<file path="config.mk">
export PLATFORM = sky130hd
export DESIGN_NAME = pipe_stage_buffer
export DESIGN_NICKNAME = d
export VERILOG_FILES = /design/src/rtl/pipe_pkg.sv /design/src/rtl/pipe_sat_counter.sv /design/src/rtl/pipe_stage_buffer.sv
export SDC_FILE = /design/constraint.sdc
export NUM_CORES = 1
export LEC_CHECK = 0
export CORE_AREA = 2 2 159 161
export DETAILED_ROUTE_END_ITERATION = 6
export DIE_AREA = 0 0 161 163
export GPL_ROUTABILITY_DRIVEN = 1
export MAX_ROUTING_LAYER = met4
export PLACE_DENSITY_LB_ADDON = 0.1
export SYNTH_ARGS = -nofsm -noshare
export SYNTH_HDL_FRONTEND = slang
export SYNTH_SLANG_ARGS = --single-unit
</file>
<file path="constraint.sdc">
create_clock -name CLK -period 1.33 [get_ports CLK]
set_input_delay 0.133 -clock CLK [delete_from_list [all_inputs] [get_ports CLK]]
set_output_delay 0.133 -clock CLK [all_outputs]
set_load 0.02 [all_outputs]
</file>
<file path="src/rtl/pipe_pkg.sv">
// Shared definitions for the pipeline stage buffers and their performance counters.
// No logic; constants and types only.
// Imported by pipe_stage_buffer and pipe_sat_counter users.
package pipe_pkg;

    // MIPS canonical NOP encoding (sll $0,$0,0)
    localparam logic [31:0] MIPS_NOP = 32'h0000_0000;

    // Default lane width of the MIPS datapath
    localparam int WORD_W = 32;

    // Occupancy of a stage that carries an optional skid entry
    typedef enum logic [1:0] {
        ST_EMPTY = 2'd0,
        ST_ONE   = 2'd1,
        ST_TWO   = 2'd2
    } pipe_state_e;

endpackage

</file>
<file path="src/rtl/pipe_sat_counter.sv">
// Saturating event counter for performance monitoring.
// Count reflects an inc one cycle after it is sampled.
// No backpressure; sticks at all-ones instead of wrapping.
module pipe_sat_counter #(
    parameter int CNT_W = 16
) (
    input  logic             CLK,
    input  logic             RST_N,
    input  logic             inc,
    output logic [CNT_W-1:0] cnt
);

    // Count up on each inc until all-ones, then hold
    always_ff @(posedge CLK or negedge RST_N) begin
        if (!RST_N) begin
            cnt <= '0;
        end else if (inc && (cnt != {CNT_W{1'b1}})) begin
            cnt <= cnt + CNT_W'(1);
        end
    end

endmodule

</file>
<file path="src/rtl/pipe_stage_buffer.sv">
// Generic pipeline stage register: LANES x WIDTH fields, valid/ready, stall, flush, bubble counter.
// One cycle from accepted in_data to out_data/out_valid; only in_ready is combinational.
// Backpressure via out_ready; define PIPE_STAGE_SKID_EN for a skid entry that makes in_ready independent of out_ready.
module pipe_stage_buffer
    import pipe_pkg::*;
#(
    parameter int          WIDTH   = WORD_W,
    parameter int          LANES   = 6,
    parameter logic [31:0] NOP_VAL = MIPS_NOP,
    parameter int          CNT_W   = 16
) (
    input  logic                   CLK,
    input  logic                   RST_N,
    input  logic                   in_valid,
    output logic                   in_ready,
    input  logic [LANES*WIDTH-1:0] in_data,
    input  logic                   stall,
    input  logic                   flush,
    output logic                   out_valid,
    input  logic                   out_ready,
    output logic [LANES*WIDTH-1:0] out_data,
    output logic [CNT_W-1:0]       bubble_cnt
);

    localparam int                 BUS_W    = LANES * WIDTH;
    localparam logic [WIDTH-1:0]   NOP_LANE = WIDTH'(NOP_VAL);
    localparam logic [BUS_W-1:0]   NOP_BUS  = {LANES{NOP_LANE}};

    logic acc;
    logic con;

    // Flush squashes the upstream beat, so it never counts as accepted
    assign acc = in_valid && in_ready && !flush;
    assign con = out_valid && out_ready;

`ifdef PIPE_STAGE_SKID_EN

    pipe_state_e      state_q;
    pipe_state_e      state_d;
    logic [BUS_W-1:0] main_q;
    logic [BUS_W-1:0] skid_q;
    logic             load_main_in;
    logic             load_main_skid;
    logic             load_skid;

    // Ready depends only on registered occupancy, breaking the out_ready path
    assign in_ready  = !stall && (state_q != ST_TWO);
    assign out_valid = (state_q != ST_EMPTY);
    assign out_data  = main_q;

    // Next occupancy and which register takes which beat
    always_comb begin
        state_d        = state_q;
        load_main_in   = 1'b0;
        load_main_skid = 1'b0;
        load_skid      = 1'b0;
        if (flush) begin
            state_d = ST_EMPTY;
        end else begin
            case (state_q)
                ST_EMPTY: begin
                    if (acc) begin
                        state_d      = ST_ONE;
                        load_main_in = 1'b1;
                    end
                end
                ST_ONE: begin
                    if (acc && !con) begin
                        state_d   = ST_TWO;
                        load_skid = 1'b1;
                    end else if (con && !acc) begin
                        state_d = ST_EMPTY;
                    end else if (acc && con) begin
                        load_main_in = 1'b1;
                    end
                end
                ST_TWO: begin
                    if (con) begin
                        state_d        = ST_ONE;
                        load_main_skid = 1'b1;
                    end
                end
                default: state_d = ST_EMPTY;
            endcase
        end
    end

    // Occupancy register
    always_ff @(posedge CLK or negedge RST_N) begin
        if (!RST_N) begin
            state_q <= ST_EMPTY;
        end else begin
            state_q <= state_d;
        end
    end

    // Main and skid data; main keeps its value when drained so data is held, not cleared
    always_ff @(posedge CLK or negedge RST_N) begin
        if (!RST_N) begin
            main_q <= NOP_BUS;
            skid_q <= NOP_BUS;
        end else if (flush) begin
            main_q <= NOP_BUS;
            skid_q <= NOP_BUS;
        end else begin
            if (load_main_in) begin
                main_q <= in_data;
            end else if (load_main_skid) begin
                main_q <= skid_q;
            end
            if (load_skid) begin
                skid_q <= in_data;
            end else if (load_main_skid) begin
                skid_q <= NOP_BUS;
            end
        end
    end

`else

    // Accept when not stalled and the register is empty or draining this cycle
    assign in_ready = !stall && (!out_valid || out_ready);

    // Single stage register: flush > accept > consume > hold
    always_ff @(posedge CLK or negedge RST_N) begin
        if (!RST_N) begin
            out_valid <= 1'b0;
            out_data  <= NOP_BUS;
        end else if (flush) begin
            out_valid <= 1'b0;
            out_data  <= NOP_BUS;
        end else if (acc) begin
            out_valid <= 1'b1;
            out_data  <= in_data;
        end else if (con) begin
            out_valid <= 1'b0;
        end
    end

`endif

    // A bubble is downstream asking for a beat that is not there; flush cycles excluded
    pipe_sat_counter #(
        .CNT_W (CNT_W)
    ) u_bubble_cnt (
        .CLK   (CLK),
        .RST_N (RST_N),
        .inc   (out_ready && !out_valid && !flush),
        .cnt   (bubble_cnt)
    );

endmodule

</file>
==> metrics.cfg <==
[status]
outcome = finished with violations
failed_checks = setup timing

[synth]
synth_cells = 511
synth_top_cell_area_share_pct = 67.8
synth_fp_nets = 710
synth_area_leaders = dfrtp_1, a22o_1, buf_6, buf_2, xnor2_1
ys_seq_area_share_pct = 67.8
ys_warn_count = 0
yosysTopAreaCell = dfrtp_1
syn_area_um2 = 7720
synth_area_per_cell_um2 = 15.1
ys_ff_latch = 209
ys_types = 30

[critical_path]
path_cells = a21oi_4, a21oi_4, buf_12, a22o_1
end_kind = register
cp-startpoint = out_valid$_DFFE_PN0P_
worst_r2r_path_depth = 4
crit_type = register to register
crit_buf_inv = 1
rr_startpoint = out_valid$_DFFE_PN0P_
critPathRequiredTime_ns = 1.72
cp_slowest_stage_delay_ns = 0.44
r2r_slack_ns = -0.14
arrival_ns = 1.85
endpoint = out_data[190]$_DFFE_PN0P_
timing.rr.end = out_data[190]$_DFFE_PN0P_
path_common_cell = a21oi_4
crit_family = compound AO/OA/AOI/OAI gates
cp.depth = 4
crit_fanout = 98
cp_slowest_cell = dfrtp_2
startpoint_type = register

[grt]
antenna_found_initial = 1
top_usage_layer = met2
grt_pass1_wl_um = 39000
grt_util_met3_pct = 6.04
grt_max_degree = 99
overflow = 0
grt_pass1_vias = 6881
grt_use_met2_pct = 32.1
grt_usage_pct = 19.2
use_met1_pct = 22.5

[sta]
period_needed_ns = 1.47
tns_ns = -20.23
layout_setup_ws_ns = -0.135
setup_viol = 211
clock_skew_ns = 0.00922
rsz0062_at_grt = yes
max_clock_freq_mhz = 683
slew_violations = 0
hold_viol = 0
worstMarginPinSlew_ns = 0.472
min_period_over_period_pct = 110
slew_headroom_pct = 68.6

[die]
pin_count = 408
start_util_pct = 31.3
die_area_um2 = 26200
die_x_um = 161
dieHeight_um = 163
num_rows = 58
core_area_um2 = 24700

[worst_hold_path]
hp-class = primary input to asynchronous set/reset pin

[clocking]
clockBufferDepth = 3
cts_tree = done
clkTransAtPathRegs_ns = 0.06
root_buffer = clkbuf_16
clock_sinks = 209
numCtsBuffers = 23
clk_latency_ns = 0.51
htree_num_levels = 1

[run]
max_cap_viol_count = 0

[cells_and_area]
layout-drive-gt1-share_pct = 35.6
area_growth_pct = 71.4
post-route-util_pct = 53.6
fillCellCount = 2145
nNetsFinal = 1173

[drt]
avgViaCountPerCell = 4.82
final_antenna_net_count = 0
wl_um = 25700
drc = 0
dr.pass1.iters = 4
num_vias = 6366
drt-wirelength-per-cell_um = 19.4
drt_iter0_drc = 297

[place]
place.gp.congestion = 0.845
dp_hpwl_um = 18400
portBuffers = 407

[pwr]
vdd_drop_max_mv = 0.754
p_per_area_nw_per_um2 = 1230
total_power_w = 0.0163
leakagePower_nw = 6.26

## placed cells by master (no fill, tap or decap), types with 2 or more instances in the layout
| cell | netlist | routed |
|---|---|---|
| clkdlybuf4s50_1 | 0 | 196 |
| clkinv_4 | 0 | 2 |
| a21oi_1 | 6 | 5 |
| clkbuf_16 | 0 | 26 |
| a31oi_1 | 2 | 2 |
| nor2_1 | 3 | 2 |
| nand2_1 | 6 | 6 |
| clkinvlp_4 | 0 | 5 |
| a21oi_4 | 0 | 2 |
| dfrtp_2 | 0 | 13 |
| mux2_4 | 0 | 2 |
| buf_2 | 23 | 84 |
| and2_1 | 4 | 4 |
| buf_6 | 19 | 38 |
| a22o_1 | 192 | 192 |
| clkbuf_8 | 0 | 5 |
| clkbuf_2 | 0 | 12 |
| buf_12 | 0 | 11 |
| nand4_1 | 4 | 4 |
| nand3_1 | 5 | 5 |
| clkdlybuf4s15_2 | 0 | 96 |
| and4_1 | 4 | 3 |
| inv_1 | 3 | 3 |
| and3_4 | 0 | 3 |
| clkinv_2 | 0 | 4 |
| and3_1 | 7 | 4 |
| xnor2_1 | 8 | 8 |
| buf_4 | 0 | 36 |
| dfrtp_1 | 209 | 196 |
## metal layers
layer	vias up	wire, um	part of all wire (%)
met1	3133	10100	39
met2	306	12600	49
met3	39	2390	9.3
met5	-	0	0
li1	2888	-	-
met4	0	584	2.3
## final cells by class
| type | instances | area (um^2) | area share, % |
|---|---|---|---|
| repair buffers | 481 | 4590 | 34.7 |
| clock buffers | 28 | 634 | 4.80 |
| clock inverters | 13 | 114 | 0.861 |
| flip-flops and latches | 209 | 5250 | 39.7 |
| inverters | 3 | 11.3 | 0.0851 |
| diodes | 1 | 2.50 | 0.0189 |
| well taps | 330 | 413 | 3.12 |
| multi-input cells | 256 | 2210 | 16.7 |
## what timing repair did
| action | in CTS | in global routing |
|---|---|---|
| gates cloned | 0 | 3 |
| hold buffers | 1 | 0 |
| hold endpoints to repair | 209 | 0 |
| buffers inserted | 7 | 8 |
| gates resized for setup | 711 | 97 |
| pin swaps | 21 | 3 |
| setup endpoints to repair | 417 | 299 |
## cells by family after synthesis
| kind of cell | count (synthesis) | synth area share [%] |
|---|---|---|
| compound gates | 205 | 22.9 |
| xor+xnor | 9 | 1.02 |
| fa+ha+maj | 1 | 0.162 |
| buf+inv | 46 | 4.46 |
| flops | 209 | 67.8 |
| mux | 2 | 0.292 |
| simple gates | 39 | 3.42 |
## synth_stat cells (all sizes together)
master    n
and4      4
xor2      1
or2       1
ha        1
xnor2     8
nor3      1
a31oi     2
o21a      1
nor2      3
nor4b     1
nand4     5
o21ai     1
a21oi     7
a22o    192
nor3b     1
inv       3
nand2     6
buf      43
a31o      2
dfrtp   209
nand3     6
and2      4
and3      7
mux2      2
## power by group
group	leakage (nW)	internal, W	switching (W)
sequential	2.82	0.00673	0.000252
combinational	3.08	0.00163	0.00147
clock	0.357	0.00361	0.00261
## how the worst min path moves through the flow
stage / start / slack, ns / cells past startpoint / endpoint
after CTS: RST_N / 0.10 / 2 / out_data[180]$_DFFE_PN0P_
final: RST_N / 0.14 / 2 / out_data[166]$_DFFE_PN0P_
after global routing: RST_N / 0.14 / 2 / out_data[180]$_DFFE_PN0P_
after global placement: RST_N / 0.05 / 1 / out_data[177]$_DFFE_PN0P_
after detailed placement: RST_N / 0.06 / 1 / out_data[166]$_DFFE_PN0P_
after floorplan: RST_N / -0.16 / 0 / out_data[0]$_DFFE_PN0P_
## state kept, by name, indices dropped and copies added, names as in the netlist
register / count
u_bubble_cnt.cnt: 16
out_data: 192
out_valid: 1
## stage by stage
stage	hold WS (ns)	setup slack [ns]	cells	cell area, um^2
after floorplan	-0.163	-0.146	511	7810
after global placement	0.0519	-0.358	1260	12500
after detailed placement	0.0606	-0.431	1260	12500
after CTS	0.102	-0.150	1309	13500
after global routing	0.143	-0.187	1321	13200
final	0.138	-0.135	1321	13200
Note: power is estimated with default switching activity, not from simulation.
==> patch: new RTL, same flow settings <==
`CNT_W` is set to 16 in 2 places; all go to 14.
--- a/src/rtl/pipe_sat_counter.sv
+++ b/src/rtl/pipe_sat_counter.sv
@@ -3,5 +3,5 @@
 // No backpressure; sticks at all-ones instead of wrapping.
 module pipe_sat_counter #(
-    parameter int CNT_W = 16
+    parameter int CNT_W = 14
 ) (
     input  logic             CLK,
--- a/src/rtl/pipe_stage_buffer.sv
+++ b/src/rtl/pipe_stage_buffer.sv
@@ -8,5 +8,5 @@
     parameter int          LANES   = 6,
     parameter logic [31:0] NOP_VAL = MIPS_NOP,
-    parameter int          CNT_W   = 16
+    parameter int          CNT_W   = 14
 ) (
     input  logic                   CLK,
Interface: changed (resized bubble_cnt); port bits go from 408 to 406. No check against the original RTL was run, so the function may have changed too.
==> patch against the unedited design <==
- the run still ends with setup timing left
- clock skew barely moved
- sequential cell count fell by 2
- clock power rose by 3%
- design area rose by 4.7%
- die area did not move
- first-iteration DRC count rose by 25%
- power rose by 3.2%
- wire length rose by 15%
- area after synthesis fell by 2.7%
- worst setup slack got worse by 0.097 ns
- hold slack got worse by 0.0054 ns
- fmax fell by 6.2%
- critical path type unchanged
- critical endpoint is now u_bubble_cnt.cnt[11]
- largest cell class is now buffers
- highest routed layer unchanged
==> patch: results <==
metrics = {
    "clocking": {
        "clk_pin_slew_worst_paths_ns": 0.06,
        "clkLatencyLatePin_ns": 0.50,
        "htreeDepth": 1,
        "numCtsBuffers": 24,
        "clockBufferDepth": 3,
        "cts_root_buffer": "clkbuf_16",
    },
    "worst_setup_path": {
        "critPathSlowestCell": "dfrtp_2",
        "arrival_ns": 1.95,
        "cp_top_family": "simple AND/OR/NAND/NOR gates",
        "cp_max_fo": 5,
        "slowest_delay_ns": 0.45,
    },
    "final_layout": {
        "largestRegisters": "out_data (192), u_bubble_cnt.cnt (14), out_valid (1)",
        "final_nets": 1180,
        "drive_gt1_share_pct": 35.8,
    },
    "pwr": {
        "ir_worst_vdd_mv": 0.629,
        "intPower_w": 0.0124,
        "cellLeakagePower_nw": 6.38,
    },
    "grt": {
        "antenna_found_initial": 2,
        "grt_start_max_net_pins": 73,
        "gr-total-overflow": 0,
        "grt_pass1_vias": 6839,
        "grt_pass1_wl_mm": 39.7,
        "groute.usage.overall_pct": 19.8,
    },
    "sta": {
        "final_max_slew_viol_count": 0,
        "worst_slack_ns": -0.232,
        "setup_viol": 210,
        "slew_headroom_pct": 73.3,
        "finClkSkew_ns": 0.00903,
    },
    "synth": {
        "synthFlopType": "dfrtp_1",
        "yosysWarnings": 0,
        "yosys-top-cells-count": "dfrtp_1 (207), a22o_1 (192), clkbuf_1 (16), buf_2 (15), buf_4 (11)",
        "async_flop_share_pct": 100,
        "syn-num-nets": 700,
        "yosysSeqAreaShare_pct": 68.9,
        "netlist_instances": 501,
        "synth.distinct_cells": 31,
        "synth.area.top_cells": "dfrtp_1 (69%), a22o_1 (22%), buf_4 (1.1%), buf_2 (1.0%), clkbuf_1 (0.80%)",
    },
    "place": {
        "placed_cell_area_sq_mm": 0.0123,
        "place_ws_ns": -0.494,
        "io_buffers": 405,
        "finalWeightedCongestion": 0.850,
        "place_hpwl_mm": 18.8,
    },
    "drt": {
        "num_vias": 6623,
        "drtIter0Drc": 371,
        "viasPerCell": 4.98,
        "wl_mm": 29.7,
        "dr.pass1.iters": 6,
    },
    "worst_hold_path": {
        "hp-class": "primary input to async pin",
    },
    "run_status": {
        "status": "finished with violations",
        "violations": "setup timing",
    },
}
## patch: layer usage
metal | vias to the layer above | routed length, microns | GRT usage, %
li1 | 2905 | - | -
met1 | 3330 | 12100 | 22.9
met2 | 316 | 14300 | 33.1
met3 | 72 | 2090 | 4.84
met4 | 0 | 1190 | 8.16
met5 | - | 0 | -
## patch: timing repair
action / CTS / global route
pin swaps: 30 / 29
gates resized for setup: 643 / 100
endpoints found under the hold margin: 207 / 0
endpoints found under the setup margin: 410 / 266
gates cloned: 1 / 26
hold buffers: 1 / 0
setup buffers: 9 / 14
## patch: cell type report
type	instances	area [sq um]
fillers	2034	10800
repair buffers	498	5280
flip-flops and latches	207	5190
multi-input cells	247	2180
clock buffers	36	707
well taps	330	413
clock inverters	6	55.1
inverters	3	11.3
diodes	2	5.00
## patch: path summary, 6_finish.rpt
path,from,endpoint,slack (ns),cells past startpoint
setup / recovery,out_valid,u_bubble_cnt.cnt[11],-0.23,4
hold / removal,RST_N,out_data[22],0.13,2
setup reg to reg,out_valid,u_bubble_cnt.cnt[11],-0.23,4
hold reg to reg,out_data[10],out_data[10],0.50,1
max in group asynchronous,RST_N,out_data[139],0.62,3
min in group CLK,in_data[77],out_data[77],0.23,2
## patch: cells by family (layout without fill, tap and decap cells)
| group | Yosys count | after routing | share of synthesized area, % |
|---|---|---|---|
| other cells | 0 | 2 | 0 |
| simple gates | 30 | 30 | 2.55 |
| compound gates | 207 | 207 | 23.9 |
| fa+ha+maj | 1 | 1 | 0.167 |
| mux | 3 | 3 | 0.450 |
| buf+inv | 47 | 543 | 3.25 |
| xor+xnor | 6 | 6 | 0.699 |
| flops | 207 | 207 | 68.9 |
## patch: power groups by stage
stage          Combinational (W)  Clock (W)  Sequential, W
2_1_floorplan           0.000726          0        0.00752
3_3_place_gp             0.00307          0        0.00702
3_5_place_dp             0.00309          0        0.00704
4_1_cts                  0.00319    0.00660        0.00693
5_1_grt                  0.00371    0.00685        0.00698
6_report                 0.00349    0.00639        0.00694
## patch: through the flow
stage,setup TNS [ns],power [W]
floorplan,-24.20,0.00825
global placement,-83.19,0.0101
detailed placement,-91.03,0.0101
CTS,-30.13,0.0167
global route,-37.50,0.0175
finish,-23.66,0.0168
